===== src/rtl/dso_acq.sv =====
`default_nettype none
// ============================================================================
//  Module   : dso_acq
//  Purpose  : DSO acquisition engine. Decimates NCH channels of DW-bit samples
//             (plain or peak-detect min/max), writes them to a circular SRAM
//             buffer with programmable pre/post-trigger lengths, and reports
//             the trigger address and completion to the register block.
//  Ports    : clk, rst          - clock, synchronous active-high reset
//             i_run             - level, 1 = acquire, 0 = stop/abort
//             i_mode            - 0 = normal sample, 1 = peak detect
//             i_deci            - one output per i_deci+1 clocks
//             i_pretrig         - writes before the trigger is armed
//             i_posttrig        - writes from the trigger onward
//             i_din             - live samples, channel k at [k*DW +: DW]
//             i_trig            - trigger pulse
//             o_wr_en/addr/data - one-cycle SRAM write (always accepted)
//             o_trig_addr       - address of the first post-trigger sample
//             o_armed, o_done   - state flags
//             o_state           - FSM state code
//  Revision : 1.0 - initial release
// ============================================================================
module dso_acq #(
  parameter int DW   = 8,
  parameter int NCH  = 2,
  parameter int AW   = 18,
  parameter int DECW = 16
) (
  input  logic              clk,
  input  logic              rst,
  input  logic              i_run,
  input  logic              i_mode,
  input  logic [DECW-1:0]   i_deci,
  input  logic [AW-1:0]     i_pretrig,
  input  logic [AW-1:0]     i_posttrig,
  input  logic [NCH*DW-1:0] i_din,
  input  logic              i_trig,
  output logic              o_wr_en,
  output logic [AW-1:0]     o_wr_addr,
  output logic [NCH*DW-1:0] o_wr_data,
  output logic [AW-1:0]     o_trig_addr,
  output logic              o_armed,
  output logic              o_done,
  output logic [2:0]        o_state
);

  localparam logic [DECW-1:0] c_ONE_D = {{(DECW-1){1'b0}}, 1'b1};
  localparam logic [AW-1:0]   c_ONE_A = {{(AW-1){1'b0}}, 1'b1};
  localparam logic [AW-1:0]   c_ZERO_A = '0;

  typedef enum logic [2:0] {
    S_IDLE  = 3'd0,
    S_PRE   = 3'd1,
    S_ARMED = 3'd2,
    S_POST  = 3'd3,
    S_DONE  = 3'd4
  } state_t;

  state_t            r_state;
  state_t            w_next;

  // Configuration captured when leaving IDLE
  logic              r_mode;
  logic [DECW-1:0]   r_deci;
  logic [AW-1:0]     r_pretrig;
  logic [AW-1:0]     r_posttrig;

  logic [DECW-1:0]   r_dcnt;
  logic [AW-1:0]     r_wcnt;
  logic [AW-1:0]     w_wcnt_next;
  logic [AW-1:0]     r_ptr;
  logic              r_par;      // window parity: 0 = write min, 1 = write max
  logic              r_first;    // next clock starts a new peak window
  logic [NCH*DW-1:0] r_min;
  logic [NCH*DW-1:0] r_max;
  logic [NCH*DW-1:0] w_min;
  logic [NCH*DW-1:0] w_max;
  logic [NCH*DW-1:0] w_wdata;

  logic              r_wr_en;
  logic [AW-1:0]     r_wr_addr;
  logic [NCH*DW-1:0] r_wr_data;
  logic [AW-1:0]     r_trig_addr;

  logic              w_active;
  logic              w_dwrap;
  logic              w_strobe;
  logic              w_issue;
  logic              w_trig_latch;

  assign w_active = (r_state == S_PRE) || (r_state == S_ARMED) || (r_state == S_POST);
  assign w_dwrap  = (r_dcnt == r_deci);
  // A strobe coinciding with run=0 is dropped along with its write
  assign w_strobe = w_active && w_dwrap && i_run;

  // Running min/max per channel, including the current sample
  generate
    for (genvar k = 0; k < NCH; k++) begin : g_ch
      logic [DW-1:0] w_d;
      assign w_d = i_din[k*DW +: DW];
      assign w_min[k*DW +: DW] = (r_first || (w_d < r_min[k*DW +: DW])) ? w_d : r_min[k*DW +: DW];
      assign w_max[k*DW +: DW] = (r_first || (w_d > r_max[k*DW +: DW])) ? w_d : r_max[k*DW +: DW];
    end
  endgenerate

  assign w_wdata = !r_mode ? i_din : (r_par ? w_max : w_min);

  // Next-state and write-issue decode
  always_comb begin
    w_next       = r_state;
    w_issue      = 1'b0;
    w_trig_latch = 1'b0;
    w_wcnt_next  = r_wcnt;
    case (r_state)
      S_IDLE: begin
        w_wcnt_next = '0;
        if (i_run) w_next = (i_pretrig == c_ZERO_A) ? S_ARMED : S_PRE;
      end
      S_PRE: begin
        if (w_strobe) begin
          w_issue = 1'b1;
          if (r_wcnt == r_pretrig - c_ONE_A) begin
            w_next      = S_ARMED;
            w_wcnt_next = '0;
          end else begin
            w_wcnt_next = r_wcnt + c_ONE_A;
          end
        end
      end
      S_ARMED: begin
        if (i_trig) begin
          // The next write (this clock or later) lands at the current pointer
          w_trig_latch = 1'b1;
          if (r_posttrig == c_ZERO_A) begin
            w_next = S_DONE;
          end else begin
            w_issue = w_strobe;
            if (w_strobe && (r_posttrig == c_ONE_A)) begin
              w_next = S_DONE;
            end else begin
              w_next      = S_POST;
              w_wcnt_next = w_strobe ? c_ONE_A : c_ZERO_A;
            end
          end
        end else begin
          w_issue = w_strobe;
        end
      end
      S_POST: begin
        if (w_strobe) begin
          w_issue = 1'b1;
          if (r_wcnt == r_posttrig - c_ONE_A) w_next = S_DONE;
          else                                w_wcnt_next = r_wcnt + c_ONE_A;
        end
      end
      S_DONE:  ;
      default: w_next = S_IDLE;
    endcase
    if (!i_run) begin
      w_next       = S_IDLE;
      w_issue      = 1'b0;
      w_trig_latch = 1'b0;
    end
  end

  always_ff @(posedge clk) begin
    if (rst) begin
      r_state <= S_IDLE;
    end else begin
      r_state <= w_next;
    end
  end

  always_ff @(posedge clk) begin
    if (rst) begin
      r_mode      <= 1'b0;
      r_deci      <= '0;
      r_pretrig   <= '0;
      r_posttrig  <= '0;
      r_dcnt      <= '0;
      r_wcnt      <= '0;
      r_ptr       <= '0;
      r_par       <= 1'b0;
      r_first     <= 1'b1;
      r_min       <= '0;
      r_max       <= '0;
      r_wr_en     <= 1'b0;
      r_wr_addr   <= '0;
      r_wr_data   <= '0;
      r_trig_addr <= '0;
    end else begin
      r_wcnt  <= w_wcnt_next;
      r_wr_en <= w_issue;
      if (r_state == S_IDLE) begin
        r_dcnt  <= '0;
        r_ptr   <= '0;
        r_par   <= 1'b0;
        r_first <= 1'b1;
        if (i_run) begin
          r_mode     <= i_mode;
          r_deci     <= i_deci;
          r_pretrig  <= i_pretrig;
          r_posttrig <= i_posttrig;
        end
      end else if (w_active) begin
        r_dcnt  <= w_dwrap ? '0 : r_dcnt + c_ONE_D;
        r_min   <= w_min;
        r_max   <= w_max;
        r_first <= w_dwrap;
        if (w_dwrap) r_par <= ~r_par;
      end
      if (w_issue) begin
        r_wr_addr <= r_ptr;
        r_wr_data <= w_wdata;
        r_ptr     <= r_ptr + c_ONE_A;
      end
      if (w_trig_latch) r_trig_addr <= r_ptr;
    end
  end

  assign o_wr_en     = r_wr_en;
  assign o_wr_addr   = r_wr_addr;
  assign o_wr_data   = r_wr_data;
  assign o_trig_addr = r_trig_addr;
  assign o_armed     = (r_state == S_ARMED);
  assign o_done      = (r_state == S_DONE);
  assign o_state     = r_state;

endmodule
`default_nettype wire


===== config.mk =====
export PLATFORM = sky130hd
export DESIGN_NAME = dso_acq
export DESIGN_NICKNAME = d
export VERILOG_FILES = /design/src/rtl/dso_acq.sv
export SDC_FILE = /design/constraint.sdc
export NUM_CORES = 1
export LEC_CHECK = 0
export CORE_ASPECT_RATIO = 1.4
export CORE_MARGIN = 1.5
export CORE_UTILIZATION = 45
export DETAILED_ROUTE_END_ITERATION = 12
export MAX_ROUTING_LAYER = met4
export PLACE_DENSITY_LB_ADDON = 0.3
export SETUP_SLACK_MARGIN = 0.02
export SYNTH_ARGS = -nofsm -noshare
export SYNTH_HDL_FRONTEND = slang
export SYNTH_SLANG_ARGS = --single-unit
export TNS_END_PERCENT = 10

===== constraint.sdc =====
create_clock -name clk -period 2.7 [get_ports clk]
set_input_delay 0.675 -clock clk [delete_from_list [all_inputs] [get_ports clk]]
set_output_delay 0.675 -clock clk [all_outputs]
set_load 0.02 [all_outputs]

==> reports/metrics.cfg, run 1 <==
[placed_design]
dp_hpwl_um=22580
gp_congestion=0.9221
placed_area_um2=13440
io_buffers=130

[clock_network]
htree_levels=4
cts-root-buf=clkbuf_16
cts_buffers=17
cts.clk_slew.worst_paths_ns=0.07
cts_tree=built
insertion_delay_ns=0.45
clockBufferDepth=2
cts_sinks=195

[yosys]
synth.distinct_cells=69
netlist_instances=1370
syn_area_um2=10920
synthTopCellsByArea=dfxtp_1, nand2_1, nor2_1, mux2i_1, a21oi_1
synth_flop_cell=dfxtp_1
synth_warnings=0
ys_seq_area_share_pct=35.75
syn_avg_cell_area_um2=7.971
synth_fp_nets=1479
ys_ff_latch=195
yosysTopAreaCell=dfxtp_1
async_flop_share_pct=0
yosysTopAreaCellShare_pct=35.75
synth_edf_count=0

[timing]
fmax_ghz=0.3648
min_period_ns=2.741
rsz0062_at_grt=true
final.setup.worst_slack_ns=-0.04128
tightest_slew_ns=0.6059
slew_violations=0
hold_viol=0
worst_clock_skew_ns=0.007158
whs_ns=0.4585
relSlewSlack_pct=58.56
setup-violations-final=4
fin_crit_sh_pct=101.5

[die]
die_area_um2=25220
die_w_um=134.7
initial_core_util_pct=45.71
die_height_um=187.3
core_area_um2=23890
rows=67
ioPinCount=131

[layout]
n_fill_cell=2096
postLayoutCellArea_um2=14630
final_common_cell=dfxtp_1
post-route-util_pct=61.21
drive_gt1_share_pct=17.43
nets=1697
area_growth_pct=33.93
diodes=0
final_cell_mix=dfxtp_1, nand2_1, nor2_1, buf_4, clkdlybuf4s50_1

[worst_setup_path]
cp_max_fo=8
r2r-start=r_posttrig[2]
r2r_slack_ns=-0.04
cp_data_required_time_ns=3.04
worstSetupPathType=register to register
cp.arrival_ns=3.08
worstRegToRegCells=14
start_kind=register
r2r_end=r_wcnt[8]
endpoint=r_wcnt[8]
crit_path_end_kind=register
cp-startpoint=r_posttrig[2]

[run_status]
status=complete, but fails checks
violations=negative setup slack

[global_route]
gr-total-overflow=0
grt_pass1_vias=10397
antenna_found_initial=0
grt_max_degree=88
grt_pass1_wl_um=50730
grt_usage_pct=25.46

[route]
drc=0
totalWireLength_um=31710
drt_first_pass_iters=6
wire_per_inst_um=16.59
drtIter0Drc=684
vias=10922
viasPerCell=5.715
drtAntennaViolNets=0

[power_and_ir_drop]
ir_drop_mv=0.5085
power.density_nw_per_um2=479.9
leakagePower_uw=0.005610

[hold_path]
min_path_type=register to register

[flow_run]
drv_cap=0

-- synthesized netlist by cell type, types with 3 or more instances --
cell         n
o311ai_0    17
buf_2        9
a2111oi_0   17
o21ai_1      5
mux2i_1     56
nor4_1      13
or4_1        4
clkbuf_1    71
nor4_2       6
xnor2_1     49
inv_1       49
o21ai_0     46
nand4_1     21
or2_2        3
a21oi_1     98
ha_1        36
and3_1      19
nand3b_1    14
o21bai_1     4
a21o_1      14
and2_1       3
o22ai_1      3
a41oi_1      4
nand2_1    177
o211ai_1     7
a31oi_1     23
mux2_2       6
or3_1       12
nor2_1     166
o21a_1      11
nand2b_1    23
nor3_1      23
and4_1       5
xor2_1      35
nand3_1     36
dfxtp_1    195
nor2b_1      7
a211oi_1    10
a311oi_1    35
-- report_power, final --
part / internal [uW] / total, uW / switching [uW]
logic: 745 / 1560 / 816
registers: 2970 / 3050 / 85.9
clock network: 1200 / 2400 / 1200
-- per-stage QoR --
stage               worst slack [ns]  cells  TNS, ns  power [uW]
floorplan                    -0.1579   1370   -1.263        3895
global placement             -0.3585   1866   -12.64        4457
detailed placement           -0.4323   1866   -15.72        4487
CTS                          0.01012   1898        0        6922
global route                 -0.1463   1911   -4.723        7335
finish                      -0.04128   1911  -0.1146        7018
-- routing by layer --
layer | share of wire [%] | up-vias | routed length (um) | global-route usage, %
met5 | 0 | - | 0 | -
met4 | 3.4 | 0 | 1083 | 10.55
met3 | 4.6 | 94 | 1468 | 3.686
met2 | 52 | 348 | 16580 | 44.30
met1 | 40 | 5158 | 12580 | 28.99
li1 | - | 5322 | - | -
-- state kept, by name (all words and copies together) (netlist names), 16 cells and up --
signal	count
o_trig_addr	18
r_ptr	18
r_posttrig	18
r_max	16
r_dcnt	16
r_min	16
o_wr_data	16
r_pretrig	18
r_deci	16
r_wcnt	18
o_wr_addr	18
-- worst max-delay path: stages (launching register included) --
cell	delay (ns)
dfxtp_2	0.33
buf_6	0.13
nor4_4	0.30
buf_4	0.20
buf_6	0.13
buf_4	0.11
a21oi_1	0.06
mux2i_1	0.21
o211a_1	0.30
nor4_4	0.08
buf_4	0.15
o2bb2ai_4	0.16
buf_6	0.16
a311oi_2	0.24
nor2_1	0.07
-- worst min-delay path by stage --
stage	from	to	slack, ns	cells after the start
final	o_trig_addr[9]	o_trig_addr[9]	0.46	2
after global routing	o_trig_addr[9]	o_trig_addr[9]	0.49	2
after CTS	o_trig_addr[9]	o_trig_addr[9]	0.46	2
after detailed placement	o_trig_addr[9]	o_trig_addr[9]	0.45	2
after global placement	o_trig_addr[14]	o_trig_addr[14]	0.45	2
after floorplan	r_pretrig[17]	r_pretrig[17]	0.45	2
-- cell type report --
class	instances	area, um^2	area share [%]
Timing Repair Buffer	283	2609	17.84
Sequential cell	195	3909	26.73
Clock inverter	15	126.4	0.8641
Multi-Input combinational cell	1041	6978	47.71
Inverter	50	190.2	1.300
Clock buffer	17	425.4	2.909
Tap cell	310	387.9	2.652
-- kinds of logic after synthesis --
kind of cell | share of synthesized area [%]
buf+inv | 4.778
flops | 35.75
mux | 5.752
xor+xnor | 6.737
compound gates | 19.34
fa+ha+maj | 4.125
simple gates | 23.52
-- timing repair --
item | in CTS | in global routing
setup buffers | 0 | 10
endpoints found under the hold margin | 0 | 0
setup endpoints to repair | 43 | 59
pin swaps | 10 | 63
cloned | 0 | 3
hold buffers | 0 | 0
resized for setup | 21 | 108
(Power assumes the default switching activity.)
==> inputs of run 2 (changes only) <==
--- a/config.mk
+++ b/config.mk
@@ -5,6 +5,8 @@
 export SDC_FILE = /design/constraint.sdc
 export NUM_CORES = 1
 export LEC_CHECK = 0
+export ABC_AREA = 1
+export CAP_MARGIN = 30
 export CORE_ASPECT_RATIO = 1.4
 export CORE_MARGIN = 1.5
 export CORE_UTILIZATION = 45
==> constraint.sdc (replaced) <==
create_clock -name clk -period 2.5 [get_ports clk]
set_input_delay 0.625 -clock clk [delete_from_list [all_inputs] [get_ports clk]]
set_output_delay 0.625 -clock clk [all_outputs]
set_load 0.02 [all_outputs]
==> run 2 against run 1 <==
The flow now finishes without violations. Worst setup slack better by 0.28 ns. Flip-flop and latch count stayed put. Wire length is 2.4% higher. Largest power group unchanged.
==> reports/metrics.cfg, run 2 <==
[clock_network]
cts-root-buf=clkbuf_16
clockBufferDepth=2  ; unchanged
cts_buffers=17  ; unchanged
htree_levels=4  ; unchanged
insertion_delay_ns=0.44  ; about the same
cts.clk_slew.worst_paths_ns=0.07  ; about the same
cts_tree=built
cts_sinks=195  ; unchanged
cts_hold_buf=0  ; unchanged

[timing]
worst_clock_skew_ns=0.008741  ; +0.001583 ns
rsz0062_at_grt=false
relSlewSlack_pct=54.05  ; -4.5 points
final.setup.worst_slack_ns=0.2433  ; +0.2846 ns
fin_crit_sh_pct=90.27  ; -11 points
min_period_ns=2.257  ; -0.4846 ns
slew_violations=0  ; unchanged
tightest_slew_ns=0.6893  ; +0.08336 ns
hold_viol=0  ; unchanged
setup-violations-final=0  ; -4
fmax_ghz=0.4431  ; +21%

[yosys]
synth.distinct_cells=49  ; -29%
ys_seq_area_share_pct=34.27  ; -1.5 points
synth_edf_count=0  ; unchanged
synthTopCellsByCount=nand2_1, nand3_1, inv_1
netlist_instances=1709  ; +25%
synth_most_common_cell=nand2_1
synthTopCellsByArea=dfxtp_1, nand2_1, nand3_1, a21oi_1, inv_1
synth_fp_nets=1818  ; +23%
syn_area_um2=11390  ; +4.3%
async_flop_share_pct=0  ; unchanged
synth_flop_cell=dfxtp_1
yosysTopAreaCellShare_pct=34.27  ; -1.5 points
yosysTopAreaCell=dfxtp_1
syn_avg_cell_area_um2=6.666  ; -16%
ys_ff_latch=195  ; unchanged
synth_warnings=0  ; unchanged

[worst_setup_path]
worstSetupPathType=register to register
worstRegToRegCells=14  ; unchanged
r2r_end=o_wr_data[12]
cp.arrival_ns=2.59  ; -0.49 ns
r2r_slack_ns=0.24  ; +0.28 ns
cp_max_fo=16  ; +8
cp_data_required_time_ns=2.83  ; -0.21 ns
start_kind=register
r2r-start=r_posttrig[1]
crit_path_end_kind=register

[route]
vias=11673  ; +6.9%
drt_first_pass_iters=6  ; unchanged
viasPerCell=5.357  ; -6.3%
wire_per_inst_um=14.91  ; -10%
totalWireLength_um=32480  ; +2.4%
drtIter0Drc=733  ; +7.2%
drc=0  ; unchanged
drtAntennaViolNets=0  ; unchanged

[layout]
final_common_cell=nand2_1
drive_gt1_share_pct=8.476  ; -9.0 points
area_growth_pct=22.86
nets=1963  ; +16%
final_cell_mix=nand2_1, nand3_1, inv_1, dfxtp_1, a21oi_1
stdcell_count=2179  ; +14%
diodes=0  ; unchanged
post-route-util_pct=56.53  ; -4.7 points
postLayoutCellArea_um2=14000  ; -4.3%

[flow_run]
drv_cap=0  ; unchanged

[power_and_ir_drop]
leakagePower_uw=0.005990  ; +6.8%
ir_drop_mv=0.4881  ; -4.0%
power.density_nw_per_um2=574.4  ; +20%
p_total_uw=8039  ; +15%

[hold_path]
hp-start=r_deci[7]
whs_path_depth=2  ; unchanged
min_path_type=register to register
hold_end=r_deci[7]

[placed_design]
gp_congestion=0.9276  ; +0.60%
io_buffers=130  ; unchanged
placed_area_um2=13370  ; -0.51%
dp_cells=2147  ; +15%
dp_hpwl_um=24150  ; +6.9%
post-place-ws_ns=-0.2279  ; +0.2045 ns

[global_route]
grt_max_degree=66  ; -25%
grt_usage_pct=26.19  ; +0.73 points
antenna_found_initial=0  ; unchanged
grt_pass1_vias=11204  ; +7.8%
grt_pass1_wl_um=53430  ; +5.3%
gr-total-overflow=0  ; unchanged

[run_status]
status=finished clean

[die]
rows=68  ; +1.5%
die_height_um=191.3  ; +2.1%
die_w_um=137.5  ; +2.1%
die_area_um2=26290  ; +4.2%
core_area_um2=24760  ; +3.6%
initial_core_util_pct=46.01  ; +0.30 points
ioPinCount=131  ; unchanged

run 2: timing repair:
action,CTS,global route
cloned,0,0
gates resized for setup,1,17
setup buffers,0,3
setup endpoints to repair,1,65
pin swaps,0,2
run 2: how the worst max path moves through the flow:
stage | from | to | slack [ns] | depth (start not counted)
global placement | i_din[10] | o_wr_data[11] | -0.17 | 12
floorplan | i_din[15] | o_wr_data[10] | 0.32 | 10
finish | r_posttrig[1] | o_wr_data[12] | 0.24 | 14
detailed placement | i_din[1] | o_wr_data[6] | -0.23 | 12
CTS | r_posttrig[0] | o_wr_data[0] | 0.03 | 14
global route | r_pretrig[1] | o_state[0] | 0.04 | 15
run 2: cell families after synthesis:
logic type | after synthesis | synth area share, %
AO/OA/AOI/OAI | 349 | 16.42
XOR/XNOR | 54 | 4.272
adder cells (fa/ha/maj) | 36 | 3.954
buffers and inverters | 288 | 9.983
flip-flops | 195 | 34.27
AND/OR/NAND/NOR | 787 | 31.10
run 2: per-stage QoR:
step | setup TNS (ns) | hold slack, ns
after floorplan | 0 | 0.4437
after global placement | -4.972 | 0.4583
after detailed placement | -8.489 | 0.4682
after CTS | 0 | 0.4786
after global routing | 0 | 0.4936
final | 0 | 0.4758
run 2: per-layer routing:
| layer | part of all wire, % | wire length [um] | vias up | global-route usage [%] |
|---|---|---|---|---|
| li1 | - | - | 5937 | - |
| met1 | 41 | 13180 | 5343 | 29.02 |
| met2 | 51 | 16570 | 309 | 45.19 |
| met3 | 4.6 | 1480 | 84 | 4.349 |
| met4 | 3.9 | 1252 | 0 | 12.59 |
| met5 | 0 | 0 | - | - |
run 2: report_power, final:
| part | internal (uW) | total [uW] | switching [uW] |
|---|---|---|---|
| clock network | 1550 | 2750 | 1200 |
| logic | 746 | 1860 | 1110 |
| registers | 3280 | 3430 | 157 |
run 2: cell type report:
cell class	instances	area, um^2
Clock buffer	18	429.2
Clock inverter	11	140.1
Fill cell	2388	10760
Inverter	211	798.3
Multi-Input combinational cell	1226	6374
Sequential cell	195	3906
Tap cell	315	394.1
Timing Repair Buffer	203	1954
run 2: worst max-delay path, cell delays in order, from the launching register on:
cell and delay (ns):
dfxtp_1 0.32, inv_1 0.14, ha_4 0.18, nand3_2 0.13, nor2_2 0.15, nand3_1 0.14, nor2_2 0.14, nand2_1 0.09
nand2_1 0.10, nand3_2 0.11, nand2_4 0.13, inv_4 0.06, buf_4 0.21, o21ai_0 0.17, a21oi_1 0.06
==> inputs of run 3 (changes only) <==
--- a/config.mk
+++ b/config.mk
@@ -14,6 +14,7 @@
 export MAX_ROUTING_LAYER = met4
 export PLACE_DENSITY_LB_ADDON = 0.3
 export SETUP_SLACK_MARGIN = 0.02
+export SLEW_MARGIN = 20
 export SYNTH_ARGS = -nofsm -noshare
 export SYNTH_HDL_FRONTEND = slang
 export SYNTH_SLANG_ARGS = --single-unit
==> results of run 3 <==
Final layout, timing and power as in run 2 (identical DEF).
